## config.mk

```make
export PLATFORM = sky130hd
export DESIGN_NAME = z80_bus_arbiter
export DESIGN_NICKNAME = d
export VERILOG_FILES = /design/src/rtl/z80_bus_arbiter.sv
export SDC_FILE = /design/constraint.sdc
export NUM_CORES = 1
export LEC_CHECK = 0
export ABC_AREA = 1
export CAP_MARGIN = 15
export CORE_ASPECT_RATIO = 1.4
export CORE_MARGIN = 2
export CORE_UTILIZATION = 57
export DETAILED_ROUTE_END_ITERATION = 10
export PLACE_DENSITY_LB_ADDON = 0.05
export SYNTH_ARGS = -nofsm -noshare
export SYNTH_HDL_FRONTEND = slang
export SYNTH_SLANG_ARGS = --single-unit
```

## constraint.sdc

```tcl
create_clock -name clk -period 2.8 [get_ports clk]
set_clock_uncertainty 0.2 [all_clocks]
set_input_delay 0.42 -clock clk [delete_from_list [all_inputs] [get_ports clk]]
set_output_delay 0.42 -clock clk [all_outputs]
set_load 0.01 [all_outputs]
```

## src/rtl/z80_bus_arbiter.sv

```systemverilog
// Shares the tv80s memory/IO bus between the CPU and one DMA master over the BUSRQ/BUSAK handshake.
// Define ARB_WATCHDOG_EN to build the MAX_HOLD hold watchdog and its forced release.
module z80_bus_arbiter #(
    parameter int MIN_GAP  = 16,
    parameter int MAX_HOLD = 1024
) (
    input  logic        clk,
    input  logic        reset,
    output logic        busrq_n,
    input  logic        busak_n,
    input  logic        dma_req,
    output logic        dma_gnt,
    output logic        mem_sel,
    output logic        dma_abort,
    output logic        busy,
    output logic [15:0] grant_cnt
);

    typedef enum logic [2:0] {
        S_IDLE    = 3'd0,
        S_REQ     = 3'd1,
        S_GRANT   = 3'd2,
        S_RELEASE = 3'd3,
        S_GAP     = 3'd4
    } state_t;

    localparam logic [7:0] LP_MIN_GAP = 8'(MIN_GAP);

    state_t      r_state;
    state_t      w_state_next;
    logic        r_busrq_n;
    logic        w_busrq_n_next;
    logic        r_dma_gnt;
    logic        w_dma_gnt_next;
    logic        r_mem_sel;
    logic        w_mem_sel_next;
    logic        r_busy;
    logic        w_busy_next;
    logic [15:0] r_grant_cnt;
    logic [15:0] w_grant_cnt_next;
    logic [7:0]  r_gap_cnt;
    logic [7:0]  w_gap_cnt_next;
    logic        w_req_ok;
    logic        w_grant_end;

`ifdef ARB_WATCHDOG_EN
    localparam logic [15:0] LP_HOLD_LAST = 16'(MAX_HOLD - 1);

    logic [15:0] r_hold_cnt;
    logic [15:0] w_hold_cnt_next;
    logic        r_dma_abort;
    logic        w_dma_abort_next;
    // Set by a forced release; cleared once dma_req has been seen low in IDLE.
    logic        r_need_low;
    logic        w_need_low_next;

    assign w_req_ok = dma_req & ~r_need_low;
`else
    logic w_unused_max_hold;

    assign w_req_ok          = dma_req;
    assign w_unused_max_hold = (MAX_HOLD == 0);
`endif

    // NOTE: every output is a register loaded from its next-state value, so
    // the comb block decides both the transition and what the bus sees after it.
    always_comb begin
        w_state_next     = r_state;
        w_busrq_n_next   = r_busrq_n;
        w_dma_gnt_next   = r_dma_gnt;
        w_mem_sel_next   = r_mem_sel;
        w_grant_cnt_next = r_grant_cnt;
        w_gap_cnt_next   = r_gap_cnt;
        w_grant_end      = 1'b0;
`ifdef ARB_WATCHDOG_EN
        w_hold_cnt_next  = r_hold_cnt;
        w_dma_abort_next = 1'b0;
        w_need_low_next  = r_need_low;
`endif

        unique case (r_state)
            S_IDLE: begin
`ifdef ARB_WATCHDOG_EN
                if (!dma_req) begin
                    w_need_low_next = 1'b0;
                end
`endif
                if (w_req_ok) begin
                    w_state_next   = S_REQ;
                    w_busrq_n_next = 1'b0;
                end
            end

            S_REQ: begin
                if (!dma_req) begin
                    w_state_next   = S_RELEASE;
                    w_busrq_n_next = 1'b1;
                end else if (!busak_n) begin
                    w_state_next   = S_GRANT;
                    w_dma_gnt_next = 1'b1;
                    w_mem_sel_next = 1'b1;
`ifdef ARB_WATCHDOG_EN
                    w_hold_cnt_next = 16'd0;
`endif
                end
            end

            S_GRANT: begin
`ifdef ARB_WATCHDOG_EN
                w_hold_cnt_next = r_hold_cnt + 16'd1;
                if (!dma_req) begin
                    w_grant_end = 1'b1;
                end else if (r_hold_cnt == LP_HOLD_LAST) begin
                    w_grant_end      = 1'b1;
                    w_dma_abort_next = 1'b1;
                    w_need_low_next  = 1'b1;
                end
`else
                w_grant_end = ~dma_req;
`endif
                if (w_grant_end) begin
                    w_state_next     = S_RELEASE;
                    w_busrq_n_next   = 1'b1;
                    w_dma_gnt_next   = 1'b0;
                    w_mem_sel_next   = 1'b0;
                    w_grant_cnt_next = r_grant_cnt + 16'd1;
                end
            end

            S_RELEASE: begin
                w_busrq_n_next = 1'b1;
                // The CPU owns the bus again only once it drops its acknowledge.
                if (busak_n) begin
                    if (LP_MIN_GAP == 8'd0) begin
                        w_state_next = S_IDLE;
                    end else begin
                        w_state_next   = S_GAP;
                        w_gap_cnt_next = LP_MIN_GAP;
                    end
                end
            end

            S_GAP: begin
                w_gap_cnt_next = r_gap_cnt - 8'd1;
                if (r_gap_cnt <= 8'd1) begin
                    w_state_next   = S_IDLE;
                    w_gap_cnt_next = 8'd0;
                end
            end

            default: begin
                w_state_next   = S_IDLE;
                w_busrq_n_next = 1'b1;
                w_dma_gnt_next = 1'b0;
                w_mem_sel_next = 1'b0;
            end
        endcase

        w_busy_next = (w_state_next != S_IDLE);
    end

    always_ff @(posedge clk) begin
        if (reset) begin
            r_state     <= S_IDLE;
            r_busrq_n   <= 1'b1;
            r_dma_gnt   <= 1'b0;
            r_mem_sel   <= 1'b0;
            r_busy      <= 1'b0;
            r_grant_cnt <= 16'd0;
            r_gap_cnt   <= 8'd0;
`ifdef ARB_WATCHDOG_EN
            r_hold_cnt  <= 16'd0;
            r_dma_abort <= 1'b0;
            r_need_low  <= 1'b0;
`endif
        end else begin
            r_state     <= w_state_next;
            r_busrq_n   <= w_busrq_n_next;
            r_dma_gnt   <= w_dma_gnt_next;
            r_mem_sel   <= w_mem_sel_next;
            r_busy      <= w_busy_next;
            r_grant_cnt <= w_grant_cnt_next;
            r_gap_cnt   <= w_gap_cnt_next;
`ifdef ARB_WATCHDOG_EN
            r_hold_cnt  <= w_hold_cnt_next;
            r_dma_abort <= w_dma_abort_next;
            r_need_low  <= w_need_low_next;
`endif
        end
    end

    assign busrq_n   = r_busrq_n;
    assign dma_gnt   = r_dma_gnt;
    assign mem_sel   = r_mem_sel;
    assign busy      = r_busy;
    assign grant_cnt = r_grant_cnt;
`ifdef ARB_WATCHDOG_EN
    assign dma_abort = r_dma_abort;
`else
    assign dma_abort = 1'b0;
`endif

endmodule

```

==> out/results.ini <==
[worst_hold_path]
hp-class=reg2reg
min_path_cells=2
hold_start=busrq_n
hold_path_end=busrq_n

[global_routing]
grt.total_usage_pct=23.0
overflow=0
grt_max_degree=17
antenna_found_initial=0
first_global_vias=1473
grt_pass1_wl_mm=5.91

[clocking]
hold_buffers=0
post_cts_buffers=0
htreeDepth=2
postCtsResizedCells=0
cts_tree=yes
clock_path_buffers=2
cts_sinks=30
path_clk_slew_ns=0.07
cts_buffers=5
root_buffer=clkbuf_8
clk_latency_ns=0.28

[timing]
drv_slew=0
tns_ns=0
post-route-min-period_ns=1.89
timing.fmax_ghz=0.530
finalHoldViolCount=0
setup_viol=0
fin_crit_sh_pct=67.4
rsz0062_at_grt=no

[layout]
synthToLayoutAreaGrowth_pct=21.0
fin_util_pct=71.2
final_cell_area_um2=2010
layout-drive-gt1-share_pct=10.8
antennaDiodeCount=0
nets=284

[route]
drt-total-wl_mm=3.48
initialDrtViolationCount=42
vias_per_cell=5.09
vias=1602
drc=0
antenna_left=0
wl_per_cell_um=11.1
dr.pass1.iters=4

[placement]
io_buffers=23
routabilityCongestion=0.923
dp_hpwl_mm=2.60
placed_area_um2=1920

[setup_path]
rr_worst_depth=8
crit_path_end_kind=primary output
crit_family=buffers and inverters
critical_path_class=reg2out
slowest_stage=clkdlybuf4s50_1
path_buf_inv=1
worstPathCellList=clkdlybuf4s50_1
critPathLaunchType=register
crit_path_max_fanout=4
worst-endpoint-required_ns=2.18
rr_startpoint=grant_cnt[1]
r2r_end=grant_cnt[12]
rrSetupSlack_ns=1.06
slowest_delay_ns=0.57
cp.arrival_ns=1.27

[synth]
syn_inst=250
ys_warn_count=0
ys_seq_area_share_pct=36.2
netlist_area_um2=1660
syn_avg_cell_area_um2=6.64
yosysUniqueCellTypes=29
ys_seq_elements=30
synth_nets=257

[status]
status=finished clean

[die]
core_area_um2=2820
ios=25
start_util_pct=58.8
rows=23
dieArea_um2=3360
die_h_um=67.8
dieWidth_um=49.6

[power_and_ir_drop]
seqPwrFrac_pct=47.1
power_frac_comb_pct=16.1
sw_frac_of_total_pct=27.3
p_leak_nw=0.805
internal-power_mw=0.709
power.density_nw_per_um2=486
clock_power_share_pct=36.8
ir_drop_mv=0.348
p_switching_mw=0.266

[run]
cap_violations=0

-- layout by cell type, fill, tap and decap left out --
| cell type | Yosys | layout |
|---|---|---|
| clkinv_2 | 0 | 1 |
| nand3_1 | 16 | 16 |
| inv_2 | 6 | 6 |
| nor2_2 | 2 | 2 |
| nor3_2 | 2 | 2 |
| nand3_2 | 2 | 2 |
| o21ai_0 | 12 | 12 |
| nand4_1 | 4 | 4 |
| clkdlybuf4s50_1 | 0 | 23 |
| nor2_4 | 3 | 3 |
| clkbuf_1 | 1 | 1 |
| inv_1 | 33 | 33 |
| nor2_1 | 37 | 37 |
| dfxtp_1 | 30 | 30 |
| a31oi_1 | 1 | 1 |
| a21o_1 | 1 | 1 |
| conb_1 | 1 | 1 |
| nand2_1 | 55 | 55 |
| buf_4 | 2 | 1 |
| clkbuf_8 | 0 | 6 |
| nand2_4 | 1 | 1 |
| ha_1 | 3 | 3 |
| nand2_2 | 4 | 4 |
| nor3_1 | 6 | 6 |
| nor3b_2 | 1 | 1 |
| xor2_1 | 2 | 2 |
| a21oi_1 | 16 | 16 |
| nand3_4 | 1 | 1 |
| o21ai_1 | 5 | 5 |
| o21a_1 | 1 | 1 |
| nor3b_1 | 1 | 1 |
-- registers in the layout, summed over array words and instances (netlist names) --
name and count:
busrq_n 1, busy 1, grant_cnt 16, mem_sel 1, r_gap_cnt 8, r_state 3
-- Yosys cell counts --
cell,count,area share [%]
nand2_4,1,0.68
inv_2,6,1.4
buf_4,2,0.90
dfxtp_1,30,36
nor3_1,6,1.8
nor2_2,2,0.75
a21o_1,1,0.45
xor2_1,2,1.1
a31oi_1,1,0.38
nor3b_1,1,0.45
inv_1,33,7.5
nand3_2,2,1.2
o21a_1,1,0.45
o21ai_1,5,1.5
clkbuf_4,1,0.45
nand2_1,55,12
nand3_1,16,4.8
o21ai_0,12,3.6
nand3_4,1,1.1
a21oi_1,16,4.8
conb_1,1,0.23
clkbuf_1,1,0.23
ha_1,3,2.3
nor3_2,2,1.2
nand2_2,4,1.5
nor2_4,3,2.0
nand4_1,4,1.5
nor2_1,37,8.4
nor3b_2,1,0.75
-- final cells by class --
| cell class | instances | area, um2 |
|---|---|---|
| Fill cell | 288 | 812 |
| Tap cell | 37 | 46.3 |
| Clock inverter | 1 | 5.00 |
| Multi-Input combinational cell | 177 | 886 |
| Clock buffer | 7 | 86.3 |
| Timing Repair Buffer | 24 | 238 |
| Sequential cell | 30 | 601 |
| Inverter | 39 | 146 |
-- worst max path at each step --
stage | startpoint | end | slack, ns | cells after the start
6_report | grant_cnt[9] | grant_cnt[9] | 0.91 | 1
4_1_cts | grant_cnt[7] | grant_cnt[7] | 0.91 | 1
3_5_place_dp | dma_req | grant_cnt[7] | 0.72 | 7
2_1_floorplan | grant_cnt[1] | grant_cnt[12] | 1.20 | 8
3_3_place_gp | dma_req | grant_cnt[11] | 0.79 | 7
5_1_grt | grant_cnt[10] | grant_cnt[10] | 0.86 | 1
-- per-layer routing --
| layer | vias up | part of all wire, % | track usage (%) | wire length (um) |
|---|---|---|---|---|
| li1 | 847 | - | - | - |
| met1 | 725 | 43 | 23.2 | 1510 |
| met2 | 23 | 52 | 43.7 | 1810 |
| met3 | 7 | 2.6 | 5.46 | 89 |
| met4 | 0 | 2.2 | 12.5 | 76 |
| met5 | - | 0 | 0 | 0 |
-- cells by family (layout without fill, tap and decap cells) --
| kind of cell | count (synthesis) | after routing | synth area share [%] |
|---|---|---|---|
| buffers and inverters | 43 | 71 | 10.4 |
| adders and majority gates | 3 | 3 | 2.26 |
| AOI/OAI and AO/OA | 36 | 36 | 11.2 |
| other | 1 | 1 | 0.226 |
| xor gates and xnor gates | 2 | 2 | 1.06 |
| DFF | 30 | 30 | 36.2 |
| and+or+nand+nor | 135 | 135 | 38.6 |
-- through the flow --
stage	hold WS, ns	std cells	power [mW]	worst slack [ns]
after CTS	0.252	315	0.981	0.907
after detailed placement	0.240	307	0.626	0.723
after floorplan	0.268	250	0.575	1.20
after global routing	0.293	315	1.02	0.863
final	0.247	315	0.975	0.912
after global placement	0.238	307	0.626	0.793
-- power groups by stage --
stage / clock, mW / sequential, mW / combinational [mW]
after detailed placement: 0 / 0.468 / 0.158
after global placement: 0 / 0.468 / 0.157
after floorplan: 0 / 0.473 / 0.103
final: 0.359 / 0.459 / 0.157
after global routing: 0.383 / 0.462 / 0.177
after CTS: 0.364 / 0.459 / 0.159
Note: power is estimated with default switching activity, not from simulation.
